### src/rtl/wb_copy_master_pkg.sv
// Shared types and constants for the Wishbone block-copy initiator.
package wb_copy_pkg;

    typedef enum logic [2:0] {
        IDLE,
        READ,
        GAP,
        WRITE,
        FINISH
    } state_t;

    // One bus transfer moves one 32-bit word.
    localparam int WORD_BYTES = 4;

    localparam int DEF_TIMEOUT_CYCLES = 1024;
    localparam int TIMEOUT_CNT_W      = $clog2(DEF_TIMEOUT_CYCLES);

    // Timeout counter width for an arbitrary cycle budget; never narrower than 1.
    function automatic int cnt_width(input int cycles);
        return (cycles < 2) ? 1 : $clog2(cycles);
    endfunction

endpackage

### src/rtl/wb_copy_master_if.sv
// Wishbone classic bus bundle between the copy initiator and its slave side.
interface wb_copy_master_if #(
    parameter int ADDR_WIDTH = 32,
    parameter int DATA_WIDTH = 32
);
    logic                  cyc_o;
    logic                  stb_o;
    logic                  we_o;
    logic [ADDR_WIDTH-1:0] addr_o;
    logic [DATA_WIDTH-1:0] data_o;
    logic                  ack_i;
    logic [DATA_WIDTH-1:0] data_i;

    modport master (
        output cyc_o, stb_o, we_o, addr_o, data_o,
        input  ack_i, data_i
    );

    modport slave (
        input  cyc_o, stb_o, we_o, addr_o, data_o,
        output ack_i, data_i
    );
endinterface

### src/rtl/wb_copy_master.sv
// Autonomous Wishbone classic initiator: copies len words from src to dst,
// one read followed by one write per word, with a one-cycle idle gap after
// every bus cycle. Abort and a per-transfer ack timeout end the copy early.
module wb_copy_master
    import wb_copy_pkg::*;
#(
    parameter int ADDR_WIDTH     = 32,
    parameter int DATA_WIDTH     = 32,
    parameter int LEN_WIDTH      = 16,
    parameter int TIMEOUT_CYCLES = DEF_TIMEOUT_CYCLES
) (
    input  logic                  clk,
    input  logic                  rst,
    input  logic                  start_i,
    input  logic                  abort_i,
    input  logic [ADDR_WIDTH-1:0] src_addr_i,
    input  logic [ADDR_WIDTH-1:0] dst_addr_i,
    input  logic [LEN_WIDTH-1:0]  len_i,
    output logic                  busy_o,
    output logic                  done_o,
    output logic                  error_o,
    output logic [LEN_WIDTH-1:0]  words_done_o,
    wb_copy_master_if.master      wb
);

    localparam int WORD_SHIFT = $clog2(WORD_BYTES);
    localparam int WA_W       = ADDR_WIDTH - WORD_SHIFT;
    localparam int TO_W       = cnt_width(TIMEOUT_CYCLES);
    localparam logic [TO_W-1:0] TO_LAST = TO_W'(TIMEOUT_CYCLES - 1);

    state_t               state;
    logic                 from_read;   // GAP was entered from READ, so WRITE follows
    logic [WA_W-1:0]      src_w;       // word-granular base addresses
    logic [WA_W-1:0]      dst_w;
    logic [LEN_WIDTH-1:0] len;
    logic [LEN_WIDTH-1:0] idx;         // words fully written so far
    logic [TO_W-1:0]      to_cnt;

    logic [LEN_WIDTH-1:0] idx_next;
    logic                 last_word;
    logic                 timed_out;
    logic                 unused_low_bits;

    assign idx_next     = idx + 1'b1;
    assign last_word    = (idx_next == len);
    assign timed_out    = (to_cnt == TO_LAST);
    assign words_done_o = idx;

    // Byte addresses are word-aligned by construction; the low bits never matter.
    assign unused_low_bits = ^{src_addr_i[WORD_SHIFT-1:0], dst_addr_i[WORD_SHIFT-1:0]};

    // Word base plus index, wrapping modulo the address space, low bits forced to 0.
    function automatic logic [ADDR_WIDTH-1:0] word_addr(input logic [WA_W-1:0] base,
                                                        input logic [LEN_WIDTH-1:0] i);
        logic [WA_W-1:0] w;
        w = base + WA_W'(i);
        return {w, {WORD_SHIFT{1'b0}}};
    endfunction

    // Copy sequencer; every bus output is registered and set on the edge that enters its state.
    always_ff @(posedge clk or posedge rst) begin
        if (rst) begin
            state       <= IDLE;
            from_read   <= 1'b0;
            src_w       <= '0;
            dst_w       <= '0;
            len         <= '0;
            idx         <= '0;
            to_cnt      <= '0;
            busy_o      <= 1'b0;
            done_o      <= 1'b0;
            error_o     <= 1'b0;
            wb.cyc_o    <= 1'b0;
            wb.stb_o    <= 1'b0;
            wb.we_o     <= 1'b0;
            wb.addr_o   <= '0;
            wb.data_o   <= '0;
        end else begin
            done_o <= 1'b0;
            case (state)
                IDLE: begin
                    if (start_i) begin
                        error_o <= 1'b0;
                        if (len_i != '0) begin
                            src_w     <= src_addr_i[ADDR_WIDTH-1:WORD_SHIFT];
                            dst_w     <= dst_addr_i[ADDR_WIDTH-1:WORD_SHIFT];
                            len       <= len_i;
                            idx       <= '0;
                            to_cnt    <= '0;
                            busy_o    <= 1'b1;
                            wb.cyc_o  <= 1'b1;
                            wb.stb_o  <= 1'b1;
                            wb.we_o   <= 1'b0;
                            wb.addr_o <= word_addr(src_addr_i[ADDR_WIDTH-1:WORD_SHIFT], '0);
                            state     <= READ;
                        end else begin
                            state <= FINISH;
                        end
                    end
                end

                READ: begin
                    if (abort_i || wb.ack_i || timed_out) begin
                        wb.cyc_o <= 1'b0;
                        wb.stb_o <= 1'b0;
                        to_cnt   <= '0;
                    end else begin
                        to_cnt <= to_cnt + 1'b1;
                    end
                    if (abort_i) begin
                        busy_o <= 1'b0;
                        state  <= FINISH;
                    end else if (wb.ack_i) begin
                        // data_o doubles as the one-word buffer between read and write.
                        wb.data_o <= wb.data_i;
                        from_read <= 1'b1;
                        state     <= GAP;
                    end else if (timed_out) begin
                        error_o <= 1'b1;
                        busy_o  <= 1'b0;
                        state   <= FINISH;
                    end
                end

                GAP: begin
                    to_cnt <= '0;
                    if (abort_i) begin
                        busy_o <= 1'b0;
                        state  <= FINISH;
                    end else if (from_read) begin
                        wb.cyc_o  <= 1'b1;
                        wb.stb_o  <= 1'b1;
                        wb.we_o   <= 1'b1;
                        wb.addr_o <= word_addr(dst_w, idx);
                        state     <= WRITE;
                    end else begin
                        // Only reached with words remaining: the last write goes straight to FINISH.
                        wb.cyc_o  <= 1'b1;
                        wb.stb_o  <= 1'b1;
                        wb.we_o   <= 1'b0;
                        wb.addr_o <= word_addr(src_w, idx);
                        state     <= READ;
                    end
                end

                WRITE: begin
                    if (abort_i || wb.ack_i || timed_out) begin
                        wb.cyc_o <= 1'b0;
                        wb.stb_o <= 1'b0;
                        to_cnt   <= '0;
                    end else begin
                        to_cnt <= to_cnt + 1'b1;
                    end
                    if (wb.ack_i) begin
                        // A write acked in the same cycle as abort still counts.
                        idx <= idx_next;
                        if (last_word || abort_i) begin
                            busy_o <= 1'b0;
                            state  <= FINISH;
                        end else begin
                            from_read <= 1'b0;
                            state     <= GAP;
                        end
                    end else if (abort_i) begin
                        busy_o <= 1'b0;
                        state  <= FINISH;
                    end else if (timed_out) begin
                        error_o <= 1'b1;
                        busy_o  <= 1'b0;
                        state   <= FINISH;
                    end
                end

                FINISH: begin
                    busy_o <= 1'b0;
                    done_o <= 1'b1;
                    state  <= IDLE;
                end

                default: state <= IDLE;
            endcase
        end
    end

endmodule

### src/flat_wrapper.sv
// flat-port wrapper written by rule: the top's interface ports become plain ports
module wb_copy_master_flat import wb_copy_pkg::*;
#(
    parameter int ADDR_WIDTH     = 32,
    parameter int DATA_WIDTH     = 32,
    parameter int LEN_WIDTH      = 16,
    parameter int TIMEOUT_CYCLES = DEF_TIMEOUT_CYCLES
)
  (clk, rst, start_i, abort_i, src_addr_i, dst_addr_i, len_i, busy_o, done_o, error_o, words_done_o, wb_cyc_o, wb_stb_o, wb_we_o, wb_addr_o, wb_data_o, wb_ack_i, wb_data_i);
  wb_copy_master_if #(.ADDR_WIDTH(ADDR_WIDTH), .DATA_WIDTH(DATA_WIDTH)) wb_i ();
  input  logic clk;
  input  logic rst;
  input  logic start_i;
  input  logic abort_i;
  input  logic [ADDR_WIDTH-1:0] src_addr_i;
  input  logic [ADDR_WIDTH-1:0] dst_addr_i;
  input  logic [LEN_WIDTH-1:0] len_i;
  output logic busy_o;
  output logic done_o;
  output logic error_o;
  output logic [LEN_WIDTH-1:0] words_done_o;
  output wire logic [$bits(wb_i.cyc_o)-1:0] wb_cyc_o;
  output wire logic [$bits(wb_i.stb_o)-1:0] wb_stb_o;
  output wire logic [$bits(wb_i.we_o)-1:0] wb_we_o;
  output wire logic [$bits(wb_i.addr_o)-1:0] wb_addr_o;
  output wire logic [$bits(wb_i.data_o)-1:0] wb_data_o;
  input wire logic [$bits(wb_i.ack_i)-1:0] wb_ack_i;
  input wire logic [$bits(wb_i.data_i)-1:0] wb_data_i;
  assign wb_cyc_o = wb_i.cyc_o;
  assign wb_stb_o = wb_i.stb_o;
  assign wb_we_o = wb_i.we_o;
  assign wb_addr_o = wb_i.addr_o;
  assign wb_data_o = wb_i.data_o;
  assign wb_i.ack_i = wb_ack_i;
  assign wb_i.data_i = wb_data_i;
  wb_copy_master #(.ADDR_WIDTH(ADDR_WIDTH), .DATA_WIDTH(DATA_WIDTH), .LEN_WIDTH(LEN_WIDTH), .TIMEOUT_CYCLES(TIMEOUT_CYCLES)) u_core (.clk(clk), .rst(rst), .start_i(start_i), .abort_i(abort_i), .src_addr_i(src_addr_i), .dst_addr_i(dst_addr_i), .len_i(len_i), .busy_o(busy_o), .done_o(done_o), .error_o(error_o), .words_done_o(words_done_o), .wb(wb_i));
endmodule
### config.mk
export PLATFORM = sky130hd
export DESIGN_NAME = wb_copy_master_flat
export DESIGN_NICKNAME = d
export VERILOG_FILES = /design/src/rtl/wb_copy_master_pkg.sv /design/src/rtl/wb_copy_master_if.sv /design/src/rtl/wb_copy_master.sv /design/src/flat_wrapper.sv
export SDC_FILE = /design/constraint.sdc
export NUM_CORES = 1
export LEC_CHECK = 0
export CAP_MARGIN = 30
export CORE_ASPECT_RATIO = 1.4
export CORE_MARGIN = 5
export CORE_UTILIZATION = 55
export CTS_CLUSTER_SIZE = 25
export DETAILED_ROUTE_END_ITERATION = 10
export PLACE_DENSITY = 0.95
export SETUP_SLACK_MARGIN = 0.15
export SYNTH_ARGS = -nofsm -noshare
export SYNTH_HDL_FRONTEND = slang
export SYNTH_SLANG_ARGS = --single-unit
### constraint.sdc
create_clock -name clk -period 14.3 [get_ports clk]
set_input_delay 3.575 -clock clk [delete_from_list [all_inputs] [get_ports clk]]
set_output_delay 3.575 -clock clk [all_outputs]
set_load 0.02 [all_outputs]
* After elaboration in Yosys (flattened, before gate mapping)
Cells that the tools add are included.
** Cells by class
- Add/sub/neg operators :: 4
- Equality and inequality tests :: 20
- Mux-type cells :: 55
- Reduce and logical (&&, ||, !) cells :: 21
- Bitwise logic cells :: 1
** Operators by type and width (count)
- 32-bit 2-to-1 mux :: 4
- 32-bit one-hot mux with 2 select lines :: 1
- 30-bit by 16-bit adder with 30-bit output :: 2
- 16-bit 2-to-1 mux :: 3
- 16-bit one-hot mux with 2 select lines :: 1
- 10-bit 2-to-1 mux :: 3
- 10-bit one-hot mux with 3 select lines :: 1
- 3-bit 2-to-1 mux :: 9
- 1-bit 2-to-1 mux :: 26
- 2-bit inequality test, second input constant :: 10
- 16-bit by 1-bit adder with 16-bit output, second input constant :: 1
- 16-bit == test :: 1
- 16-bit nonzero test :: 1
- 3-bit one-hot mux with 4 select lines :: 1
- 6-bit AND reduction :: 2
- 10-bit by 1-bit adder with 10-bit output, second input constant :: 1
- 10-bit == test, second input constant :: 1
- 5-bit AND reduction :: 2
- 3-bit AND reduction :: 3
- 4-bit AND reduction :: 2
- 3-bit by 2-bit == test with 1-bit output, second input constant :: 2
- 1-bit one-hot mux with 3 select lines :: 2
- 2-bit nonzero test :: 3
- 3-bit nonzero test :: 2
- other kinds (13) :: 17
** Storage, ports and cells
- Register bits :: 175
- Input bits :: 117

* Depth between registers and ports, before layout
Gate-level depths: netlist of the first run.
- Word-level depth :: 6
- Mapped depth :: 14

* Worst setup path after synthesis of the first run
No wires, ideal clock.
- Kind :: input port to flip-flop
- Start point :: input port len_i[11]
- End point :: register u_core.dst_w[0]
- Setup time :: 0.125 ns
- Path slack :: 9.004 ns
- Data arrival time :: 5.171 ns
- Stages on the path :: 8
- Buffers on the path :: 2
- Cells stage by stage :: nor4_1 > a41o_1 > nor2_1 > o21ai_2 > nor2_1 > clkbuf_1 > buf_2 > mux2_2
** On the way
- Word-level cells in the longest chain between the ends :: 2
** Ends and longest elaborated chain
- start, declared :: RTL line flat_wrapper.sv:17 : input logic [LEN_WIDTH-1:0] len_i;
- 16-bit nonzero test :: RTL line wb_copy_master.sv:84 : if (len_i != '0) begin
- 3-bit AND reduction (no line)
- end signal, assigned :: RTL line wb_copy_master.sv:86 : dst_w <= dst_addr_i[ADDR_WIDTH-1:WORD_SHIFT];
- end, declared :: RTL line wb_copy_master.sv:34 : logic [WA_W-1:0] dst_w;
Every way passes these cells.
A chain may end at the register's enable or synchronous reset.

* Worst setup path after layout of the first run
- Start point :: input port len_i[11]
- End point :: register u_core.idx[11], in the netlist u_core.words_done_o[11]
** On the way
- Word-level cells in the longest chain between the ends :: 3
** Ends and longest elaborated chain
- 16-bit nonzero test :: RTL line wb_copy_master.sv:84
- 2-bit by 1-bit inequality test with 1-bit output (no line)
- 4-bit AND reduction (no line)
- end signal, assigned :: RTL line wb_copy_master.sv:156 : idx <= idx_next;
- end, declared :: RTL line wb_copy_master.sv:36 : logic [LEN_WIDTH-1:0] idx;
Every way passes these cells.

==> reports/metrics.cfg, run 1 <==
[sta]
setup_viol=0
maxSlewHeadroom_pct=38.3
finClkSkew_ns=0.0120
drv_slew=0
grt_setup_unrepaired=no
fin_hold_ws_ns=0.478
fin_setup_tns_ns=0
final.period_utilization_pct=42.9
hold_violations=0
final.min_clock_period_ns=6.14
tightest_slew_ns=0.926
fmax_ghz=0.163

[worst_setup_path]
critPathBufInv=1
required_ns=14.58
path_cells=clkdlybuf4s50_1 -> nor4_1 -> a41o_1 -> nor2_1 -> o21ai_4 -> nor2_4 -> nor2_1 -> o21ai_0 -> o41ai_1
critPathMaxStageDelay_ns=0.74
critPathMaxFanout=14
cp_slowest_cell=nor2_1
crit_top_cell=nor2_1
end_kind=flip-flop
worst_setup_path_start_kind=primary input
crit_type=in2reg
critPathArrivalTime_ns=6.42
crit_family=simple AND/OR/NAND/NOR gates

[route]
drt_wl_total_um=24200
drc=0
drt-vias-per-instance=5.97
ant_nets=0
drt_iter0_drc=451
vias=7136
wl_per_cell_um=20.2
firstDrtPassIters=5

[clocking]
clockRootBuffer=clkbuf_16
cts_tree=built
hold_buffers=0
htreeDepth=4
clock_latency_ns=0.44
clk_pin_slew_ns=0.07
numCtsBuffers=17
cts_resized=0
clock_sinks=173
clockBufferDepth=2
cts_setup_buffers=0

[power]
switching_share_pct=37.5
vdd_ir_drop_max_mv=0.135
power_frac_clock_pct=18.8
pwr-share-comb_pct=46.2
p_int_uw=1510
power_switching_uw=905
p_leak_uw=0.00490
p_total_uw=2410
power.density_nw_per_um2=208
p_seq_share_pct=35.0

[placed_design]
placed_cells_incl_taps=1163
gp_congestion=0.921
port_buffers=196
hpwlAfterDp_um=17200

[logic_synthesis]
syn_area_per_cell_sq_um=11.1
ys_types=64
synth_edf_count=0
synthArstFlopShare_pct=100
synth_area_sq_um=8920
yosys_warnings=0
synthesis.instances=800
yosysSeqAreaShare_pct=48.5
synth-main-ff-cell=dfrtp_1
ys_ff_latch=173

[cells_and_area]
fillers=1094
multi_input_area_sq_um=4360
antenna_cells=0
stdcell_count=1195
layout.nets=1120
areaGrowthSynthToFinish_pct=29.8
final-seq-area_sq_um=4330
drive_gt1_share_pct=18.5

[global_routing]
grt_usage_pct=25.4
grt_pass1_wl_um=39000
grt_pass1_vias=7692
antenna_found_initial=1
grt_overflow=0
grt_start_max_net_pins=106

[status]
status=finished clean

[run]
drv_cap=0

[die]
start_util_pct=55.6
die_w_um=118
core_area_sq_um=16000
rows=55
die_area_sq_um=18900
ios=203
die_h_um=161

[hold_path]
hold_class=reg2reg

kinds of logic (layout without fill, tap and decap cells):
group / after synthesis / in the layout / share of synthesized area, %
xor+xnor: 53 / 53 / 5.20
fa+ha+maj: 19 / 19 / 2.75
compound gates: 167 / 167 / 11.7
buf+inv: 47 / 242 / 2.82
other cells: 1 / 2 / 0.0420
mux: 145 / 145 / 18.0
simple gates: 195 / 195 / 10.9
flops: 173 / 173 / 48.5
sequential cells by signal, summed over array words and instances, names as in the netlist:
register             count
u_core.dst_w            30
u_core.wb.addr_o        30
u_core.wb.we_o           1
u_core.wb.data_o        32
u_core.from_read         1
u_core.to_cnt           10
u_core.wb.cyc_o          1
u_core.done_o            1
u_core.busy_o            1
u_core.error_o           1
u_core.len              16
u_core.src_w            30
u_core.words_done_o     16
u_core.state             3
routing by layer:
layer / GRT usage, % / share of wire, % / wire (um)
met5: 0 / 0.046 / 11
met4: 10.4 / 3.3 / 791
met3: 8.00 / 7.8 / 1890
met2: 45.0 / 52 / 12600
met1: 28.1 / 37 / 8820
worst paths after layout:
check                                     from                      end  slack (ns)  cells past startpoint
hold / removal             u_core.wb.addr_o[4]      u_core.wb.addr_o[4]        0.48                      2
max in group asynchronous                  rst          u_core.src_w[7]        9.09                      3
min in group asynchronous                  rst     u_core.wb.addr_o[24]        3.74                      2
hold reg to reg            u_core.wb.addr_o[4]      u_core.wb.addr_o[4]        0.48                      2
setup / recovery                     len_i[11]  u_core.words_done_o[11]        8.16                      9
setup reg to reg              u_core.from_read     u_core.wb.addr_o[18]       10.45                     11
cell type report:
type / instances / area share (%)
Inverter: 8 / 0.303
Multi-Input combinational cell: 581 / 37.6
Sequential cell: 173 / 37.4
Tap cell: 199 / 2.15
Clock buffer: 18 / 3.79
Clock inverter: 13 / 1.15
Timing Repair Buffer: 203 / 17.6
power by group through the flow:
stage / logic, uW / registers (uW) / clock network, uW
after global placement: 1060 / 830 / 0
after detailed placement: 1100 / 847 / 0
after CTS: 1110 / 841 / 458
after global routing: 1210 / 868 / 477
after floorplan: 649 / 914 / 0
final: 1120 / 844 / 454
stage by stage:
step	setup slack [ns]	utilization [%]	area, sq um
final	8.16	72.2	11600
after floorplan	6.04	-	8920
after global routing	7.99	72.2	11600
after CTS	8.22	72.1	11600
after detailed placement	7.77	68.5	11000
after global placement	7.81	68.4	11000
layout by cell type (no fill, tap or decap), types with 5 or more instances in the layout:
cell	instances
o21ai_0	68
xnor2_1	30
nor3_1	7
nor2_1	48
clkdlybuf4s50_1	196
nand3_1	20
mux2i_1	20
xor2_1	23
o31ai_1	7
ha_1	18
nor2b_1	7
nand2b_1	7
clkbuf_16	17
nand2_1	57
a21o_1	10
inv_6	5
nand4_1	7
buf_4	5
a21oi_1	33
a22oi_1	14
a211oi_1	9
dfrtp_1	173
and3_1	8
nor4_1	8
inv_1	7
clkinv_4	5
mux2_2	125
cells in the mapped netlist, types with 3 or more instances:
master	number	area share (%)
dfrtp_1	173	49
mux2_2	125	16
o21ai_0	68	3.8
nand2_1	57	2.4
nor2_1	49	2.1
a21oi_1	33	1.9
xnor2_1	30	2.9
xor2_1	23	2.3
clkbuf_1	20	0.84
mux2i_1	20	2.2
nand3_1	20	1.1
ha_1	18	2.5
a22oi_1	14	1.2
a21o_1	10	0.84
a211oi_1	9	0.76
and3_1	8	0.56
buf_2	8	0.45
inv_1	8	0.34
nor4_1	8	0.56
nand2b_1	7	0.49
nand4_1	7	0.49
nor2b_1	7	0.49
nor3_1	7	0.39
o31ai_1	7	0.59
buf_4	4	0.34
buf_6	4	0.50
a22o_1	3	0.29
a31oi_1	3	0.21
or3_1	3	0.21
worst register-to-register path, stage by stage (launching register included):
cell and delay (ns):
dfrtp_1 0.46, buf_4 0.50, mux2_2 0.41, ha_1 0.23
a211oi_1 0.42, o211ai_1 0.27, a221o_1 0.44, a211oi_2 0.34
nor2_1 0.17, xor2_1 0.20, mux2i_1 0.17, o21ai_0 0.10
Power figures use the tool's default switching activity.
==> run 2: changes to the inputs <==
--- a/config.mk
+++ b/config.mk
@@ -8,10 +8,10 @@
 export CAP_MARGIN = 30
 export CORE_ASPECT_RATIO = 1.4
 export CORE_MARGIN = 5
-export CORE_UTILIZATION = 55
+export CORE_UTILIZATION = 46
 export CTS_CLUSTER_SIZE = 25
 export DETAILED_ROUTE_END_ITERATION = 10
-export PLACE_DENSITY = 0.95
+export PLACE_DENSITY = 0.86
 export SETUP_SLACK_MARGIN = 0.15
 export SYNTH_ARGS = -nofsm -noshare
 export SYNTH_HDL_FRONTEND = slang
==> constraint.sdc (replaced) <==
create_clock -name clk -period 5.6 [get_ports clk]
set_input_delay 1.4 -clock clk [delete_from_list [all_inputs] [get_ports clk]]
set_output_delay 1.4 -clock clk [all_outputs]
set_load 0.02 [all_outputs]
==> run 2 against run 1 <==
  * Sequential power grew to 2.5 times the previous value
  * Clock skew barely moved
  * Critical path depth is 2 higher
  * Combinational power grew 150%
  * Hold slack hardly changed
  * Cell area increased by 0.93%
  * First-iteration DRC count is 14% higher
  * Cell count increased by 4.2%
  * Clock power increased to 2.7 times the previous value
==> reports/metrics.cfg, run 2 (same netlist as run 1, synthesis figures left out) <==
[status]
status=finished clean

[sta]
setup_viol=0  ; unchanged
fmax_ghz=0.237
layout_setup_ws_ns=1.39  ; -6.78 ns
tightest_slew_ns=0.925  ; -0.000942 ns
hold_violations=0  ; unchanged
drv_slew=0  ; unchanged
maxSlewHeadroom_pct=38.1  ; -0.17 points
fin_hold_ws_ns=0.478  ; -0.0000530 ns
final.period_utilization_pct=75.2
final.min_clock_period_ns=4.21
grt_setup_unrepaired=no
fin_setup_tns_ns=0  ; unchanged
finClkSkew_ns=0.0121  ; +0.0000899 ns

[run]
drv_cap=0  ; unchanged

[placed_design]
port_buffers=196  ; unchanged
pre_cts_slack_ns=1.18  ; -6.59 ns
placed_cells_incl_taps=1213  ; +4.3%
hpwlAfterDp_um=16500  ; -4.4%
gp_congestion=0.881  ; -4.3%

[route]
firstDrtPassIters=5  ; unchanged
ant_nets=0  ; unchanged
drt_iter0_drc=515  ; +14%
drt_wl_total_um=23000  ; -5.0%
drc=0  ; unchanged
drt-vias-per-instance=5.60  ; -6.2%
wl_per_cell_um=18.4  ; -8.8%
vias=6975  ; -2.3%

[global_routing]
grt_pass1_wl_um=37200  ; -4.7%
grt_usage_pct=20.8  ; -4.6 points
grt_start_max_net_pins=174  ; +64%
grt_pass1_vias=7463  ; -3.0%
antenna_found_initial=0  ; -1
grt_overflow=0  ; unchanged

[worst_setup_path]
required_ns=5.88  ; -8.70 ns
critPathLaunch=u_core.from_read
critPathMaxFanout=18  ; +4
reg2reg_from=u_core.from_read
critPathArrivalTime_ns=4.49  ; -1.93 ns
end_kind=flip-flop
worst_setup_path_start_kind=flip-flop
crit_type=reg2reg

[cells_and_area]
layout.nets=1120  ; unchanged
stdcell_count=1245  ; +4.2%
regMostFlops=u_core.wb.data_o
antenna_cells=0  ; unchanged
final_cell_mix=196 x clkdlybuf4s50_1, 173 x dfrtp_1, 125 x mux2_2
final_common_cell=clkdlybuf4s50_1
drive_gt1_share_pct=18.5  ; -0.019 points
largest_reg_flops=32  ; unchanged
areaGrowthSynthToFinish_pct=31.0

[clocking]
cts_resized=0  ; unchanged
numCtsBuffers=17  ; unchanged
clockBufferDepth=2  ; unchanged
clock_sinks=173  ; unchanged
clock_latency_ns=0.43  ; about the same
clockRootBuffer=clkbuf_16
cts_tree=built
cts_setup_buffers=0  ; unchanged
hold_buffers=0  ; unchanged
clk_pin_slew_ns=0.07  ; about the same
htreeDepth=4  ; unchanged

[power]
vdd_ir_drop_max_mv=0.270  ; +100%
p_leak_uw=0.00491  ; +0.18%
p_total_uw=6170  ; +160%
power.density_nw_per_um2=528  ; +150%

[die]
start_util_pct=46.6  ; -9.0 points
ios=203  ; unchanged
die_h_um=175  ; +8.8%
die_area_sq_um=22300  ; +18%
die_w_um=128  ; +8.6%
rows=60  ; +9.1%
core_area_sq_um=19100  ; +19%

[hold_path]
hold_class=reg2reg
min-delay-start=u_core.busy_o

[run 2: changes by cell type in the layout (fill, tap and decap cells not counted), moves of 2 or more]
cell	before	now
buf_12	0	2
bufinv_16	1	3
clkinv_4	5	2
clkinvlp_4	1	4
[run 2: critical path: stages, from the launching register on]
cell      delay [ns]
dfrtp_1         0.93
mux2_2          0.43
ha_1            0.23
fa_1            0.46
a211oi_1        0.43
o211ai_1        0.24
a221o_1         0.42
a211oi_2        0.36
nor2_1          0.14
xor2_1          0.19
mux2i_1         0.13
o21ai_0         0.09
[run 2: final cells by class]
cell class                 count  area (sq um)
fill                        1522          7450
tap                          248           310
timing repair buffer         203          2050
clock buffer                  18           429
multi-input combinational    581          4360
clock inverter                14           181
sequential                   173          4330
inverter                       8          33.8
[run 2: routing by layer]
layer	track usage [%]	part of all wire (%)
met1	23.3	38
met2	37.0	51
met3	6.36	7.7
met4	7.74	2.5
met5	0	0
[run 2: worst paths after layout]
| kind | endpoint | slack [ns] | cells after the start |
|---|---|---|---|
| worst max-delay path | u_core.wb.addr_o[18] | 1.39 | 11 |
| worst min-delay path | u_core.busy_o | 0.48 | 1 |
| worst max register to register | u_core.wb.addr_o[18] | 1.39 | 11 |
| worst min register to register | u_core.busy_o | 0.48 | 1 |
| max in group asynchronous | u_core.src_w[8] | 3.33 | 3 |
| min in group asynchronous | u_core.busy_o | 1.58 | 3 |
[run 2: power by group]
group          switching, uW  internal, uW
registers                359          1790
logic                   1360          1420
clock network            525           711
[run 2: stage by stage]
step           util (%)  cell area [sq um]
6_report           61.1              11700
5_1_grt            61.1              11700
4_1_cts            61.1              11700
3_5_place_dp       57.9              11100
3_3_place_gp       57.7              11000
2_1_floorplan         -               8930
==> run 3: changes to the inputs <==
--- a/config.mk
+++ b/config.mk
@@ -8,10 +8,10 @@
 export CAP_MARGIN = 30
 export CORE_ASPECT_RATIO = 1.4
 export CORE_MARGIN = 5
-export CORE_UTILIZATION = 46
+export CORE_UTILIZATION = 51
 export CTS_CLUSTER_SIZE = 25
 export DETAILED_ROUTE_END_ITERATION = 10
-export PLACE_DENSITY = 0.86
+export PLACE_DENSITY = 0.9
 export SETUP_SLACK_MARGIN = 0.15
 export SYNTH_ARGS = -nofsm -noshare
 export SYNTH_HDL_FRONTEND = slang
==> constraint.sdc (replaced) <==
create_clock -name clk -period 4 [get_ports clk]
set_input_delay 1 -clock clk [delete_from_list [all_inputs] [get_ports clk]]
set_output_delay 1 -clock clk [all_outputs]
set_load 0.02 [all_outputs]
==> run 3 against run 2 <==
  * Critical path type unchanged
  * Clock power rose by 28%
  * Flip-flop and latch count did not move
  * Sequential share of layout area fell by 0.055 points
  * Hold slack barely moved
  * Highest routed layer unchanged
  * Worst setup slack got worse by 0.98 ns
  * Clock-buffer cell count did not move
  * Combinational power rose by 43%
  * Cell area rose by 0.15%
  * First-iteration DRC count fell by 22%
  * Die area fell by 9.2%
  * Non-clock buffer count rose by 7
  * Critical path depth did not move
==> reports/metrics.cfg, run 3 (same netlist as run 1, synthesis figures left out) <==
[clocking]
cts_resized=0  ; unchanged
htreeDepth=4  ; unchanged
clockBufferDepth=2  ; unchanged
hold_buffers=0  ; unchanged
numCtsBuffers=17  ; unchanged
clockRootBuffer=clkbuf_16
clk_pin_slew_ns=0.07  ; about the same
clock_latency_ns=0.44  ; about the same
cts_tree=built
clock_sinks=173  ; unchanged
cts_setup_buffers=0  ; unchanged

[worst_setup_path]
critPathBufInv=1  ; +1
critPathArrivalTime_ns=3.90  ; -0.59 ns
worst_setup_path_start_kind=flip-flop
critPathMaxFanout=14  ; -4
worstRegToRegCells=11  ; unchanged
path_cells=buf_4 -> mux2_2 -> ha_1 -> nand4_1 -> nor4_1 -> nor2_1 -> a31o_2 -> a21oi_1 -> nand4b_1 -> mux2i_1 -> nand2_1
reg2reg_slack_ns=0.41  ; -0.98 ns
crit_cells=11  ; unchanged
crit_type=reg2reg
critPathMaxStageDelay_ns=0.48  ; -0.45 ns
crit_family=simple AND/OR/NAND/NOR gates
reg2reg_from=u_core.from_read
required_ns=4.31  ; -1.57 ns
end_kind=flip-flop
r2r_end=u_core.wb.addr_o[31]
critPathCapture=u_core.wb.addr_o[31]
critPathLaunch=u_core.from_read
cp_slowest_cell=dfrtp_1

[global_routing]
gr-usage-met3_pct=6.99  ; +0.63 points
grt_pass1_vias=7389  ; -0.99%
grt_pass1_wl_um=37800  ; +1.7%
grt_start_max_net_pins=58  ; -67%
grt_use_met2_pct=40.6  ; +3.6 points
busiest_layer=met2
grt_usage_pct=23.4  ; +2.5 points
antenna_found_initial=0  ; unchanged
grt_overflow=0  ; unchanged
grtUsageMet1_pct=27.0  ; +3.7 points

[status]
status=finished clean

[placed_design]
gp_congestion=0.845  ; -4.1%
port_buffers=196  ; unchanged
hpwlAfterDp_um=17000  ; +3.0%

[cells_and_area]
antenna_cells=0  ; unchanged
final_common_cell=clkdlybuf4s50_1
largest_reg_flops=32  ; unchanged
areaGrowthSynthToFinish_pct=31.2
final_cell_mix=196 x clkdlybuf4s50_1, 173 x dfrtp_1, 125 x mux2_2
layout.nets=1127  ; +0.63%
drive_gt1_share_pct=19.1  ; +0.69 points
regMostFlops=u_core.wb.data_o

[run]
drv_cap=0  ; unchanged

[route]
firstDrtPassIters=5  ; unchanged
drc=0  ; unchanged
wl_per_cell_um=18.7  ; +1.4%
drt_wl_total_um=23200  ; +0.86%
ant_nets=0  ; unchanged
drt_iter0_drc=402  ; -22%
vias=7035  ; +0.86%
drt-vias-per-instance=5.68  ; +1.3%

[sta]
fin_setup_tns_ns=0  ; unchanged
hold_violations=0  ; unchanged
maxSlewHeadroom_pct=44.4  ; +6.3 points
final.min_clock_period_ns=3.59  ; -0.623 ns
grt_setup_unrepaired=no
fmax_ghz=0.279  ; +17%
setup_viol=0  ; unchanged
tightest_slew_ns=0.832  ; -0.0932 ns
final.period_utilization_pct=89.7  ; +14 points
fin_hold_ws_ns=0.478  ; -0.000420 ns
finClkSkew_ns=0.0120  ; -0.000111 ns
drv_slew=0  ; unchanged

[die]
start_util_pct=51.7  ; +5.1 points
die_area_sq_um=20300  ; -9.2%
die_h_um=166  ; -4.7%
ios=203  ; unchanged
core_area_sq_um=17300  ; -9.8%
rows=57  ; -5.0%
die_w_um=122  ; -4.6%

[hold_path]
hold_class=reg2reg

[power]
power.density_nw_per_um2=731  ; +39%
p_total_uw=8560  ; +39%
switching_share_pct=36.8  ; +0.45 points
p_seq_share_pct=35.0  ; +0.2 points
p_leak_uw=0.00493  ; +0.46%
p_int_uw=5410  ; +38%
power_frac_clock_pct=18.6  ; -1.4 points
vdd_ir_drop_max_mv=0.444  ; +64%
power_switching_uw=3150  ; +40%
pwr-share-comb_pct=46.4  ; +1.3 points

-- run 3: changes by cell type in the layout (fill, tap and decap cells not counted), moves of 2 or more --
| cell | delta |
|---|---|
| bufinv_16 | -2 |
| buf_4 | +5 |
| buf_12 | +3 |
| clkinv_2 | +3 |
-- run 3: worst min path at each step --
stage | slack [ns] | end | cells past startpoint | from
5_1_grt | 0.51 | u_core.wb.addr_o[9] | 2 | u_core.wb.addr_o[9]
3_3_place_gp | 0.46 | u_core.wb.addr_o[7] | 2 | u_core.wb.addr_o[7]
4_1_cts | 0.48 | u_core.wb.addr_o[9] | 2 | u_core.wb.addr_o[9]
3_5_place_dp | 0.47 | u_core.wb.addr_o[9] | 2 | u_core.wb.addr_o[9]
6_report | 0.48 | u_core.wb.addr_o[9] | 2 | u_core.wb.addr_o[9]
2_1_floorplan | 0.46 | u_core.to_cnt[2] | 1 | u_core.to_cnt[2]
-- run 3: final cells by class --
type | count | area [sq um]
Clock buffer | 18 | 439
Clock inverter | 13 | 116
Fill cell | 1256 | 5550
Inverter | 8 | 33.8
Multi-Input combinational cell | 581 | 4360
Sequential cell | 173 | 4330
Tap cell | 236 | 295
Timing Repair Buffer | 210 | 2130
-- run 3: tightest hold or removal path: cells and delay by family, from the launching register on --
kind | cells | cell delay (ns)
AO/OA/AOI/OAI | 1 | 0.06
flip-flops | 1 | 0.34
AND/OR/NAND/NOR | 1 | 0.05
-- run 3: power by group through the flow --
stage               Clock (uW)  Sequential (uW)  Combinational, uW
finish                    1590             2990               3970
detailed placement           0             3010               3970
global route              1700             3090               4310
global placement             0             2960               3870
CTS                       1620             2990               4000
floorplan                    0             3270               2320
-- run 3: stage by stage --
stage / utilization (%) / cells / instance area [sq um] / worst slack [ns]
after floorplan: - / 801 / 8930 / 0.450
after global placement: 64.6 / 1208 / 11100 / 0.289
after detailed placement: 64.6 / 1208 / 11100 / 0.233
after CTS: 67.8 / 1239 / 11700 / 0.395
after global routing: 67.8 / 1239 / 11700 / 0.247
final: 67.8 / 1239 / 11700 / 0.412
-- run 3: routing by layer --
layer  routed length, um  share of wire, %  up-vias
met1                8860                38     3456
met3                1640               7.1       47
met5                   0                 0        -
met4                 550               2.4        0
met2               12100                52      265
li1                    -                 -     3267
